$ cat src/rtl/boot_rom_pkg.sv
// -----------------------------------------------------------------------------
// boot_rom_pkg
// Shared types and constants for the boot ROM controller:
//   boot_state_e     - controller state (BOOT, DONE, FAIL)
//   NOP              - all-zero instruction returned for unused/out-of-range words
//   BOOT_IMAGE       - 16-word reset image
//   boot_image_word  - image lookup that returns NOP past the end of BOOT_IMAGE,
//                      so deeper ROM instances load zeros in the extra words
// -----------------------------------------------------------------------------
package boot_rom_pkg;

  typedef enum logic [1:0] {
    BOOT = 2'd0,
    DONE = 2'd1,
    FAIL = 2'd2
  } boot_state_e;

  localparam int IMAGE_WORDS = 16;

  localparam logic [31:0] NOP = 32'h0000_0000;

  localparam logic [31:0] BOOT_IMAGE [IMAGE_WORDS] = '{
    32'h3C00_0000,  // 0
    32'h3800_0002,  // 1
    32'h7C09_03A6,  // 2
    32'h6000_0000,  // 3
    32'h3C20_0001,  // 4
    32'h0C22_0000,  // 5
    32'h3821_0100,  // 6
    32'h7C3E_0B78,  // 7
    32'h9001_0000,  // 8
    32'h8001_0004,  // 9
    32'h7C08_02A6,  // 10
    32'h4E80_0020,  // 11
    32'h6000_0000,  // 12
    32'h4800_0004,  // 13
    32'h8000_0000,  // 14
    32'h0000_0000   // 15
  };

  function automatic logic [31:0] boot_image_word(input int unsigned idx);
    if (idx < IMAGE_WORDS) begin
      return BOOT_IMAGE[idx[$clog2(IMAGE_WORDS)-1:0]];
    end
    return NOP;
  endfunction

endpackage

$ cat src/rtl/boot_watchdog.sv
// -----------------------------------------------------------------------------
// boot_watchdog
// Counts cycles spent in BOOT and flags when the boot budget is exhausted.
// Ports:
//   clock   in   system clock
//   rst     in   synchronous active-high reset, clears the counter
//   enable  in   high while the controller is in BOOT; counter holds otherwise
//   expire  out  combinational pulse in the cycle whose edge makes it the
//                TIMEOUT-th BOOT cycle; never asserts when TIMEOUT == 0
// -----------------------------------------------------------------------------
module boot_watchdog #(
  parameter int TIMEOUT = 1024
) (
  input  logic clock,
  input  logic rst,
  input  logic enable,
  output logic expire
);

  logic [31:0] count_q;
  logic [31:0] count_d;

  always_comb begin
    count_d = enable ? count_q + 32'd1 : count_q;
  end

  // The counter has already seen TIMEOUT-1 BOOT edges; the coming edge is the
  // one that exhausts the budget.
  always_comb begin
    expire = (TIMEOUT != 0) && enable && (count_q == 32'(TIMEOUT - 1));
  end

  always_ff @(posedge clock) begin
    if (rst) begin
      count_q <= '0;
    end else begin
      count_q <= count_d;
    end
  end

endmodule

$ cat src/rtl/boot_rom_ctrl.sv
// -----------------------------------------------------------------------------
// boot_rom_ctrl
// Serves instruction fetches from a reset-loaded, patchable boot image until
// the fetch of HANDOFF_ADDR completes, then raises sticky change_source so the
// fetch mux moves to main memory. A watchdog fails the boot if handoff does not
// happen within TIMEOUT cycles.
// Ports:
//   clock, rst       system clock / synchronous active-high reset
//   fetch_req        fetch request (pulse or held), accepted only in BOOT
//   fetch_addr       word address; full width is range-checked against DEPTH
//   inst_out         fetched word, 1-cycle latency, holds when no response
//   inst_valid       inst_out carries a response this cycle
//   prog_we/addr/data  patch write into the image, honoured only in BOOT
//   change_source    sticky: handoff fetch delivered
//   boot_fail        sticky: watchdog expired before handoff
//   addr_err         sticky: a fetch at or beyond DEPTH was accepted
// -----------------------------------------------------------------------------
module boot_rom_ctrl
  import boot_rom_pkg::*;
#(
  parameter int DATA_WIDTH   = 32,
  parameter int ADDR_WIDTH   = 32,
  parameter int DEPTH        = 16,
  parameter int HANDOFF_ADDR = 15,
  parameter int TIMEOUT      = 1024
) (
  input  logic                     clock,
  input  logic                     rst,
  input  logic                     fetch_req,
  input  logic [ADDR_WIDTH-1:0]    fetch_addr,
  output logic [DATA_WIDTH-1:0]    inst_out,
  output logic                     inst_valid,
  input  logic                     prog_we,
  input  logic [$clog2(DEPTH)-1:0] prog_addr,
  input  logic [DATA_WIDTH-1:0]    prog_data,
  output logic                     change_source,
  output logic                     boot_fail,
  output logic                     addr_err
);

  localparam int IDX_W = $clog2(DEPTH);

  boot_state_e state_q, state_d;

  logic [DATA_WIDTH-1:0] mem_q [DEPTH];
  logic [DATA_WIDTH-1:0] mem_d [DEPTH];

  logic [DATA_WIDTH-1:0] inst_out_q, inst_out_d;
  logic                  inst_valid_q, inst_valid_d;
  logic                  change_source_q, change_source_d;
  logic                  boot_fail_q, boot_fail_d;
  logic                  addr_err_q, addr_err_d;

  logic in_boot;
  logic accept;
  logic in_range;
  logic handoff;
  logic wd_expire;

  assign in_boot  = (state_q == BOOT);
  assign accept   = in_boot && fetch_req;
  assign in_range = (fetch_addr < ADDR_WIDTH'(DEPTH));
  assign handoff  = accept && (fetch_addr == ADDR_WIDTH'(HANDOFF_ADDR));

  boot_watchdog #(
    .TIMEOUT (TIMEOUT)
  ) u_watchdog (
    .clock  (clock),
    .rst    (rst),
    .enable (in_boot),
    .expire (wd_expire)
  );

  // Next state: handoff takes priority over a watchdog expiry on the same edge.
  always_comb begin
    // NOTE: every comb-assigned signal gets a default first so no path leaves
    // it unassigned and a latch cannot be inferred.
    state_d = state_q;
    unique case (state_q)
      BOOT: begin
        if (handoff) begin
          state_d = DONE;
        end else if (wd_expire) begin
          state_d = FAIL;
        end
      end
      DONE:    state_d = DONE;
      FAIL:    state_d = FAIL;
      default: state_d = BOOT;
    endcase
  end

  // Registered outputs.
  always_comb begin
    inst_valid_d    = accept;
    inst_out_d      = inst_out_q;
    change_source_d = change_source_q || handoff;
    boot_fail_d     = boot_fail_q || (in_boot && wd_expire && !handoff);
    addr_err_d      = addr_err_q || (accept && !in_range);
    if (accept) begin
      inst_out_d = in_range ? mem_q[fetch_addr[IDX_W-1:0]] : '0;
    end
  end

  // Patch port. The fetch above reads mem_q, so a same-cycle fetch of the
  // patched word still returns the old contents.
  always_comb begin
    mem_d = mem_q;
    if (in_boot && prog_we && (32'(prog_addr) < 32'(DEPTH))) begin
      mem_d[prog_addr] = prog_data;
    end
  end

  // NOTE: sequential state is updated with non-blocking assignments only, so
  // every flop samples pre-edge values regardless of block ordering.
  always_ff @(posedge clock) begin
    if (rst) begin
      state_q         <= BOOT;
      inst_out_q      <= '0;
      inst_valid_q    <= 1'b0;
      change_source_q <= 1'b0;
      boot_fail_q     <= 1'b0;
      addr_err_q      <= 1'b0;
    end else begin
      state_q         <= state_d;
      inst_out_q      <= inst_out_d;
      inst_valid_q    <= inst_valid_d;
      change_source_q <= change_source_d;
      boot_fail_q     <= boot_fail_d;
      addr_err_q      <= addr_err_d;
    end
  end

  // NOTE: this storage is deliberately reset: reset reloads the boot image and
  // discards patches, so it is built from resettable flops rather than a RAM.
  always_ff @(posedge clock) begin
    if (rst) begin
      for (int i = 0; i < DEPTH; i++) begin
        mem_q[i] <= DATA_WIDTH'(boot_image_word(i));
      end
    end else begin
      mem_q <= mem_d;
    end
  end

  assign inst_out      = inst_out_q;
  assign inst_valid    = inst_valid_q;
  assign change_source = change_source_q;
  assign boot_fail     = boot_fail_q;
  assign addr_err      = addr_err_q;

endmodule
$ cat config.mk
export PLATFORM = sky130hd
export DESIGN_NAME = boot_rom_ctrl
export DESIGN_NICKNAME = d
export VERILOG_FILES = /design/src/rtl/boot_rom_pkg.sv /design/src/rtl/boot_watchdog.sv /design/src/rtl/boot_rom_ctrl.sv
export SDC_FILE = /design/constraint.sdc
export NUM_CORES = 1
export LEC_CHECK = 0
export CELL_PAD_IN_SITES_DETAIL_PLACEMENT = 1
export CELL_PAD_IN_SITES_GLOBAL_PLACEMENT = 1
export CORE_ASPECT_RATIO = 0.75
export CORE_MARGIN = 5
export CORE_UTILIZATION = 35
export CTS_BUF_LIST = sky130_fd_sc_hd__clkbuf_4
export CTS_CLUSTER_DIAMETER = 120
export DETAILED_ROUTE_END_ITERATION = 10
export PLACE_DENSITY = 0.58
export SLEW_MARGIN = 25
export SYNTH_ARGS = -nofsm -noshare
export SYNTH_HDL_FRONTEND = slang
export SYNTH_SLANG_ARGS = --single-unit
$ cat constraint.sdc
create_clock -name clock -period 25.9 [get_ports clock]
set_clock_uncertainty 0.2 [all_clocks]
set_input_delay 7.77 -clock clock [delete_from_list [all_inputs] [get_ports clock]]
set_output_delay 7.77 -clock clock [all_outputs]
set_load 0.02 [all_outputs]
==> impl_metrics.toml, run 1 <==
[status]
status = "finished, final reports clean"

[synth]
postSynth.topFlopCell = "sky130_fd_sc_hd__edfxtp_1"
yosysUniqueCellTypes = 41
netlist_top_cells_area = "sky130_fd_sc_hd__edfxtp_1 49%, sky130_fd_sc_hd__nand2_1 11%, sky130_fd_sc_hd__mux4_2 9.5%"
yosys.area.top_type_share = 0.486
netlist_top_cells_count = "882 x sky130_fd_sc_hd__nand2_1, 480 x sky130_fd_sc_hd__edfxtp_1, 463 x sky130_fd_sc_hd__a21oi_1"
syn-num-nets = 2885
ys_warn_count = 0
synth_enable_flop_cells = 480
synth_cells = 2812
ys_async_sr_fraction = 0
synth.most_common_cell = "sky130_fd_sc_hd__nand2_1"
flip_flop_and_latch_count_after_synthesis = 582
synth_area_um2 = 29700
seq_area_frac_synth = 0.555
avgSynthCellArea_um2 = 10.5
synth_top_area_cell = "sky130_fd_sc_hd__edfxtp_1"

[clocking]
clk_pin_slew_ps = 60
clock-root-buffer = "sky130_fd_sc_hd__clkbuf_4"
ctsResizeCount = 0
cts_made_buffers = 165
h_tree_level_count = 4
post_cts_hold_buffer_count = 0
clock_insertion_delay_worst_skew_ps = 1020
clkSinkCount = 582
cts_tree = "yes"
post_cts_buffers = 0
clock_tree.buffer_depth = 3

[detailed_routing]
drt_iter0_drc = 2121
routed-wl-met3_um = 7860
post_drt_via_cell_ratio = 5.60
highest_metal_layer_with_signal_wires = "met5"
detail_route.first_pass.iterations = 5
wl_per_cell_um = 26.0
vias = 23200
drt-met1-wl_um = 49300
met2_length_um = 48700
antenna_violating_nets_post_route = 0
route.final.wire_length_um = 108000
drc = 0

[power]
powerDensity_nw_per_um2 = 66.2
cellLeakagePower_uw = 0.0123
peakVddDrop_v = 0.0000375
design_power_total_uw = 2250

[floorplan]
dieWidth_um = 346
die_area_um2 = 90700
design.core.area_um2 = 84000
rows = 92
boundaryPins = 108
initial_utilization = 0.353
die_y_um = 262

[grt]
grt_antenna_before_repair = 10
grt_max_degree = 184
grt_pass1_vias = 23800
grt_pass1_wl_um = 159000
total_routing_usage_gr = 0.233
overflow = 0

[timing]
timing_hold_violations_final = 0
setup_viol = 0
slew_headroom = 0.303
timing.final.crit_period_ps = 10540
post_route_clock_period_utilization = 0.407
upper_clock_frequency_limit_mhz = 94.9
finalMaxSlewViolations = 0
layout_setup_ws_ps = 15360
tightest_slew_ps = 1050
rsz0062_at_grt = "no"
final.setup.tns_ps = 0

[setup_path]
timing.critical_path.slowest_cell_delay_ps = 720
path_delay_family = "buffers and inverters"
crit_path_cell_chain = "clkdlybuf4s50_1 > nand2_4 > or2_4 > buf_6 > buf_4 > a21oi_1"
critical_path_class = "input pin to flip-flop"
worst_setup_path_end_kind = "flip-flop"
critical-path-slowest-cell = "sky130_fd_sc_hd__or2_4"
worst-endpoint-arrival_ps = 11050
worstPathBufferInverterCount = 3
maximum_fanout_along_the_worst_path = 93
endpoint_required_time_on_the_critical_path_ps = 26410
crit_path_start_kind = "input pin"

[place]
dp_worst_setup_slack_ps = 14110
place.gp.congestion = 0.760
placement.io_buffers = 107
hpwl_um = 60100

[flow_run]
drv_cap = 0

[final_layout]
share_of_cells_above_drive_strength_1 = 0.167
fillerInstances = 9300
final_core_utilization = 0.405
areaGrowthSynthToFinish_pct = 14.8
regArea_um2 = 16500
multiInputGateArea_um2 = 12300
finalNetCount = 2942

[worst_hold_path]
timing.hold.worst.class = "flip-flop to flip-flop"
==> cell type report <==
cell class | count | share of cell area
well taps | 1128 | 0.0414
clock inverters | 38 | 0.00665
inverters | 8 | 0.000882
multi-input cells | 1953 | 0.362
clock buffers | 270 | 0.0595
diodes | 12 | 0.000882
flip-flops and latches | 582 | 0.483
repair buffers | 159 | 0.0454
==> registers in the layout, summed over array words and instances (netlist names), named ones only <==
| name | count |
|---|---|
| addr_err | 1 |
| boot_fail | 1 |
| change_source | 1 |
| inst_out | 32 |
| inst_valid | 1 |
| mem_q | 480 |
| state_q | 2 |
| u_watchdog.count_q | 32 |
==> metrics by stage <==
step                      cell area [um2]  hold slack (ps)  cells
after floorplan                     29700              233   2812
after global placement              31700              239   3828
after detailed placement            31700              253   3828
after CTS                           34000              261   4136
after global routing                34000              278   4145
final                               34100              258   4150
==> where the power goes <==
group	total, uW	internal (uW)	switching (uW)
clock	926	500	426
combinational	227	84.3	143
sequential	1100	1070	28.2
total	2250	1660	597
==> worst reg2reg max path: cells and delay by family, from the launching register on <==
family        cells  cell delay (ps)
buf+inv           2             1150
simple gates      3             1900
flops             1              330
==> metal layers <==
metal | up-vias | track usage
li1 | 10300 | -
met1 | 12000 | 0.333
met2 | 801 | 0.360
met3 | 141 | 0.0475
met4 | 2 | 0.0719
met5 | - | 0
==> logic make-up (layout without fill, tap and decap cells) <==
family	after synthesis	in the layout	share of synthesized area
and+or+nand+nor	1059	1059	0.145
AOI/OAI and AO/OA	617	617	0.118
DFF	582	582	0.555
buffers and inverters	277	475	0.0362
muxes	247	247	0.136
xor gates and xnor gates	29	29	0.00857
adders and majority gates	1	1	0.000422
other	0	12	0
==> placed cells by master, fill, tap and decap left out, drive strengths merged, types with 4 or more instances in the layout <==
cell / n
nand2b: 7
dfxtp: 102
a22o: 30
diode: 12
a211oi: 30
inv: 11
edfxtp: 480
and4: 4
and3: 5
xnor2: 8
nand3: 19
mux4: 125
clkdlybuf4s50: 102
a21oi: 463
clkbuf: 270
buf: 57
o21bai: 85
nor3: 11
nand2: 883
xor2: 21
clkinv: 32
nor2: 49
nand4: 18
nor2b: 34
nor4: 16
mux2: 6
mux2i: 116
==> path summary, 6_finish.rpt <==
check | from | endpoint | slack (ps) | cells after the start
max reg2reg | state_q[1] | mem_q[140] | 21880 | 5
min reg2reg | flip-flop | flip-flop | 260 | 2
max | prog_we | mem_q[41] | 15360 | 6
min | flip-flop | flip-flop | 260 | 2
No activity file was read; power rests on OpenSTA's default activity.
==> run 2, diff against run 1 <==
clock period = 10.95 ns   (was 25.9 ns; I/O delays follow)
==> run 2 against run 1 <==
Against the previous run: final area down 0.31%; core utilization down 0.12 points; via count about the same; clock power up 130%; register-to-register slack worse by 15000 ps; combinational power up 140%; cell count down 0.36%; worst setup slack worse by 11000 ps; hold slack about the same; die area unchanged; count of clock-buffer cells in the layout down 13.
==> impl_metrics.toml, run 2 (synthesis gave the netlist of run 1 again) <==
[power]
peakVddDrop_v = 0.0000907
powerDensity_nw_per_um2 = 155
design_power_total_uw = 5260
cellLeakagePower_uw = 0.0122

[detailed_routing]
detail_route.first_pass.iterations = 5
antenna_violating_nets_post_route = 0
post_drt_via_cell_ratio = 5.61
drt_iter0_drc = 2076
drc = 0
vias = 23200
route.final.wire_length_um = 108000
wl_per_cell_um = 26.0

[grt]
grt_antenna_before_repair = 8
total_routing_usage_gr = 0.233
grt_pass1_vias = 24100
grt_max_degree = 149
overflow = 0
grt_pass1_wl_um = 159000

[floorplan]
die_area_um2 = 90700
boundaryPins = 108
dieWidth_um = 346
die_y_um = 262
initial_utilization = 0.353
rows = 92
design.core.area_um2 = 84000

[place]
hpwl_um = 60100
dp_worst_setup_slack_ps = 3780
postPlaceCellArea_um2 = 31800
place.gp.congestion = 0.753
placement.io_buffers = 107

[setup_path]
crit_path_start_kind = "input pin"
reg2reg_depth = 6
worst-endpoint-arrival_ps = 6690
endpoint_required_time_on_the_critical_path_ps = 11470
critical_path_class = "input pin to flip-flop"
worst_setup_path_end_kind = "flip-flop"
maximum_fanout_along_the_worst_path = 83

[clocking]
clkSinkCount = 582
cts_tree = "yes"
post_cts_buffers = 0
clock_tree.buffer_depth = 3
clock-root-buffer = "sky130_fd_sc_hd__clkbuf_4"
cts_made_buffers = 161
post_cts_hold_buffer_count = 0
clock_insertion_delay_worst_skew_ps = 1040
clk_pin_slew_ps = 70
h_tree_level_count = 4
ctsResizeCount = 0

[timing]
timing_hold_violations_final = 0
upper_clock_frequency_limit_mhz = 162
finalMaxSlewViolations = 0
rsz0062_at_grt = "no"
timing.final.crit_period_ps = 6170
tightest_slew_ps = 1050
layout_setup_ws_ps = 4780
setup_viol = 0
final.setup.tns_ps = 0
post_route_clock_period_utilization = 0.563
slew_headroom = 0.298

[worst_hold_path]
timing.hold.worst.class = "flip-flop to flip-flop"
whs_path_depth = 2

[final_layout]
share_of_cells_above_drive_strength_1 = 0.166
flip_flop_count_of_the_largest_register_all_copies_and_words_added = 480
layout_commonest_cell = "sky130_fd_sc_hd__nand2_1"
layout_common_cells = "873 x sky130_fd_sc_hd__nand2_1, 480 x sky130_fd_sc_hd__edfxtp_1, 463 x sky130_fd_sc_hd__a21oi_1"
areaGrowthSynthToFinish_pct = 14.5
finalNetCount = 2940
top_reg_by_flops = "mem_q"
finish.instance_area_um2 = 33900

[status]
status = "finished, final reports clean"

[flow_run]
drv_cap = 0
run 2: changes by cell type in the layout (fill, tap and decap cells not counted), sizes merged, moves of 2 or more:
cell / before / now
clkinv: 32 / 30
clkinvlp: 0 / 3
buf: 57 / 59
clkbuf: 270 / 257
diode: 12 / 7
run 2: layout make-up:
class	instances	area [um2]
Timing Repair Buffer	161	1570
Inverter	8	30.0
Sequential cell	582	16500
Clock buffer	257	1930
Multi-Input combinational cell	1953	12300
Antenna cell	7	17.5
Fill cell	9273	50100
Clock inverter	39	214
Tap cell	1128	1410
run 2: final timing paths:
path	slack [ps]	startpoint	end
worst max-delay path	4780	prog_we	mem_q[362]
worst min-delay path	260	flip-flop	flip-flop
worst max register to register	6920	state_q[0]	mem_q[362]
worst min register to register	260	flip-flop	flip-flop
run 2: stage by stage:
stage	hold slack (ps)	util	instances
final	258	0.404	4135
after global routing	274	0.404	4132
after CTS	259	0.404	4127
after detailed placement	249	0.378	3831
after global placement	239	0.378	3830
after floorplan	233	-	2812
run 2: where the power goes:
part,switching [uW],total (uW),internal (uW),leakage (uW)
sequential,65.8,2600,2540,0.00602
clock,1010,2120,1110,0.00128
combinational,343,543,200,0.00494
run 2: worst max-delay path: stages:
cell                              delay [ps]
sky130_fd_sc_hd__clkdlybuf4s50_1         450
sky130_fd_sc_hd__nand2_4                 580
sky130_fd_sc_hd__buf_4                   590
sky130_fd_sc_hd__or2_4                   690
sky130_fd_sc_hd__buf_4                   840
sky130_fd_sc_hd__a21oi_1                 100
run 2: routing by layer:
layer	part of all wire	vias to the layer above	GRT usage
met4	0.023	8	0.0717
li1	-	10300	-
met5	0.00060	-	0
met2	0.46	810	0.370
met1	0.45	11900	0.322
met3	0.072	199	0.0512
==> run 3, diff against run 2 <==
clock period = 6 ns   (was 10.95 ns; I/O delays follow)
==> run 3 against run 2 <==
Against the previous run: global-route usage shrank 0.38 points; count of clock-buffer cells in the layout increased by 10; sequential power is 83% higher; core utilization grew 0.45 points; register-to-register slack lost 4100 ps; total power grew 86%; routed wire length decreased by 1.9%; first-iteration DRC count is 13% lower; sequential cell count is the same; die area unchanged; largest power group unchanged; highest routed layer unchanged.
==> impl_metrics.toml, run 3 (synthesis gave the netlist of run 1 again) <==
[flow_run]
drv_cap = 0

[clocking]
cts_made_buffers = 160
clk_pin_slew_ps = 60
clock_insertion_delay_worst_skew_ps = 1010
h_tree_level_count = 4
clock_tree.buffer_depth = 3
cts_tree = "yes"
ctsResizeCount = 0
clock-root-buffer = "sky130_fd_sc_hd__clkbuf_4"
post_cts_buffers = 0
post_cts_hold_buffer_count = 0
clkSinkCount = 582

[final_layout]
flip_flop_count_of_the_largest_register_all_copies_and_words_added = 480
layout_commonest_cell = "sky130_fd_sc_hd__nand2_1"
fillerInstances = 9279
finalNetCount = 2961
layout_common_cells = "873 x sky130_fd_sc_hd__nand2_1, 480 x sky130_fd_sc_hd__edfxtp_1, 462 x sky130_fd_sc_hd__a21oi_1"
share_of_cells_above_drive_strength_1 = 0.175
areaGrowthSynthToFinish_pct = 15.8
top_reg_by_flops = "mem_q"

[place]
placement.io_buffers = 107
place.gp.congestion = 0.784
hpwl_um = 63000

[detailed_routing]
post_drt_via_cell_ratio = 5.56
wl_per_cell_um = 25.4
drt_iter0_drc = 1798
drc = 0
route.final.wire_length_um = 105000
detail_route.first_pass.iterations = 5
antenna_violating_nets_post_route = 0
vias = 23100

[setup_path]
critical_path_class = "input pin to flip-flop"
worst_setup_path_end_kind = "flip-flop"
worst-endpoint-arrival_ps = 4560
maximum_fanout_along_the_worst_path = 14
crit_path_cell_chain = "clkdlybuf4s50_1 > nor2b_1 > nand2_2 > buf_4 > mux2i_1 > o21bai_1"
critical-path-slowest-cell = "sky130_fd_sc_hd__clkdlybuf4s50_1"
endpoint_required_time_on_the_critical_path_ps = 6490
reg2reg_depth = 7
worst_r2r_startpoint = "state_q[1]"
rrSetupSlack_ps = 2860
timing.critical_path.slowest_cell_delay_ps = 880
crit_path_start_kind = "input pin"

[timing]
rsz0062_at_grt = "no"
timing.final.crit_period_ps = 4070
final.setup.tns_ps = 0
upper_clock_frequency_limit_mhz = 246
finalMaxSlewViolations = 0
slew_headroom = 0.298
timing_hold_violations_final = 0
tightest_slew_ps = 1050
setup_viol = 0
post_route_clock_period_utilization = 0.678

[grt]
grt_max_degree = 132
total_routing_usage_gr = 0.229
overflow = 0
grt_pass1_wl_um = 157000
grt_antenna_before_repair = 12
grt_pass1_vias = 24300

[power]
cellLeakagePower_uw = 0.0125
peakVddDrop_v = 0.000132
powerDensity_nw_per_um2 = 285
design_power_total_uw = 9790

[floorplan]
die_area_um2 = 90700
initial_utilization = 0.353
design.core.area_um2 = 84000
rows = 92
boundaryPins = 108
dieWidth_um = 346
die_y_um = 262

[worst_hold_path]
timing.hold.worst.class = "flip-flop to flip-flop"
whs_path_depth = 2

[status]
status = "finished, final reports clean"
## run 3: cell count changes in the layout (fill, tap and decap cells not counted), moves of 3 or more
cell,delta
sky130_fd_sc_hd__buf_12,+7
sky130_fd_sc_hd__buf_4,+14
sky130_fd_sc_hd__nor3_2,+3
sky130_fd_sc_hd__clkinv_1,-8
sky130_fd_sc_hd__bufinv_16,+3
sky130_fd_sc_hd__clkinv_2,-3
sky130_fd_sc_hd__nor3_4,-3
sky130_fd_sc_hd__clkbuf_4,+10
## run 3: area by class of cell
| class | count | area (um2) | share of cell area |
|---|---|---|---|
| clock buffers | 267 | 2000 | 0.0584 |
| repair buffers | 183 | 1840 | 0.0537 |
| diodes | 5 | 12.5 | 0.000365 |
| flip-flops and latches | 582 | 16500 | 0.479 |
| inverters | 8 | 30.0 | 0.000875 |
| clock inverters | 28 | 244 | 0.00711 |
| well taps | 1128 | 1410 | 0.0411 |
| multi-input cells | 1953 | 12300 | 0.359 |
## run 3: stage by stage
| stage | setup WS (ps) | hold WS (ps) | util | std cells | instance area, um2 |
|---|---|---|---|---|---|
| after floorplan | 2.28 | 233 | - | 2812 | 29700 |
| after global placement | 1190 | 238 | 0.381 | 3852 | 32000 |
| after detailed placement | 1070 | 249 | 0.381 | 3854 | 32100 |
| after CTS | 1830 | 259 | 0.408 | 4149 | 34300 |
| after global routing | 1860 | 281 | 0.408 | 4153 | 34300 |
| final | 1930 | 259 | 0.408 | 4154 | 34300 |
## run 3: worst max-delay path by stage
| stage | startpoint | end | slack, ps | depth (start not counted) |
|---|---|---|---|---|
| 2_1_floorplan | prog_we | mem_q[100] | 2 | 3 |
| 3_3_place_gp | prog_addr[0] | mem_q[468] | 1190 | 6 |
| 3_5_place_dp | prog_addr[2] | mem_q[381] | 1070 | 5 |
| 4_1_cts | inst_out[4] | inst_out[4] | 1830 | 1 |
| 5_1_grt | inst_out[23] | inst_out[23] | 1860 | 1 |
| 6_report | prog_addr[1] | mem_q[425] | 1930 | 6 |
## run 3: per-layer routing
layer / wire [um] / share of wire / global-route usage / vias up
met5: 120 / 0.0011 / 0 / -
met4: 2830 / 0.027 / 0.0799 / 18
met3: 7720 / 0.073 / 0.0587 / 176
met2: 47200 / 0.45 / 0.352 / 705
met1: 47600 / 0.45 / 0.317 / 11800
li1: - / - / - / 10300
## run 3: worst max-delay path: cells and delay by family
family	cells	cell delay, ps
compound gates	1	100
buf+inv	2	1310
mux	1	190
simple gates	2	1130
## run 3: power breakdown
part	leakage (uW)	total [uW]	switching, uW	internal (uW)
clock network	0.00134	4030	1820	2210
registers	0.00602	4750	120	4630
logic	0.00510	1010	634	379
total	0.0125	9790	2580	7220
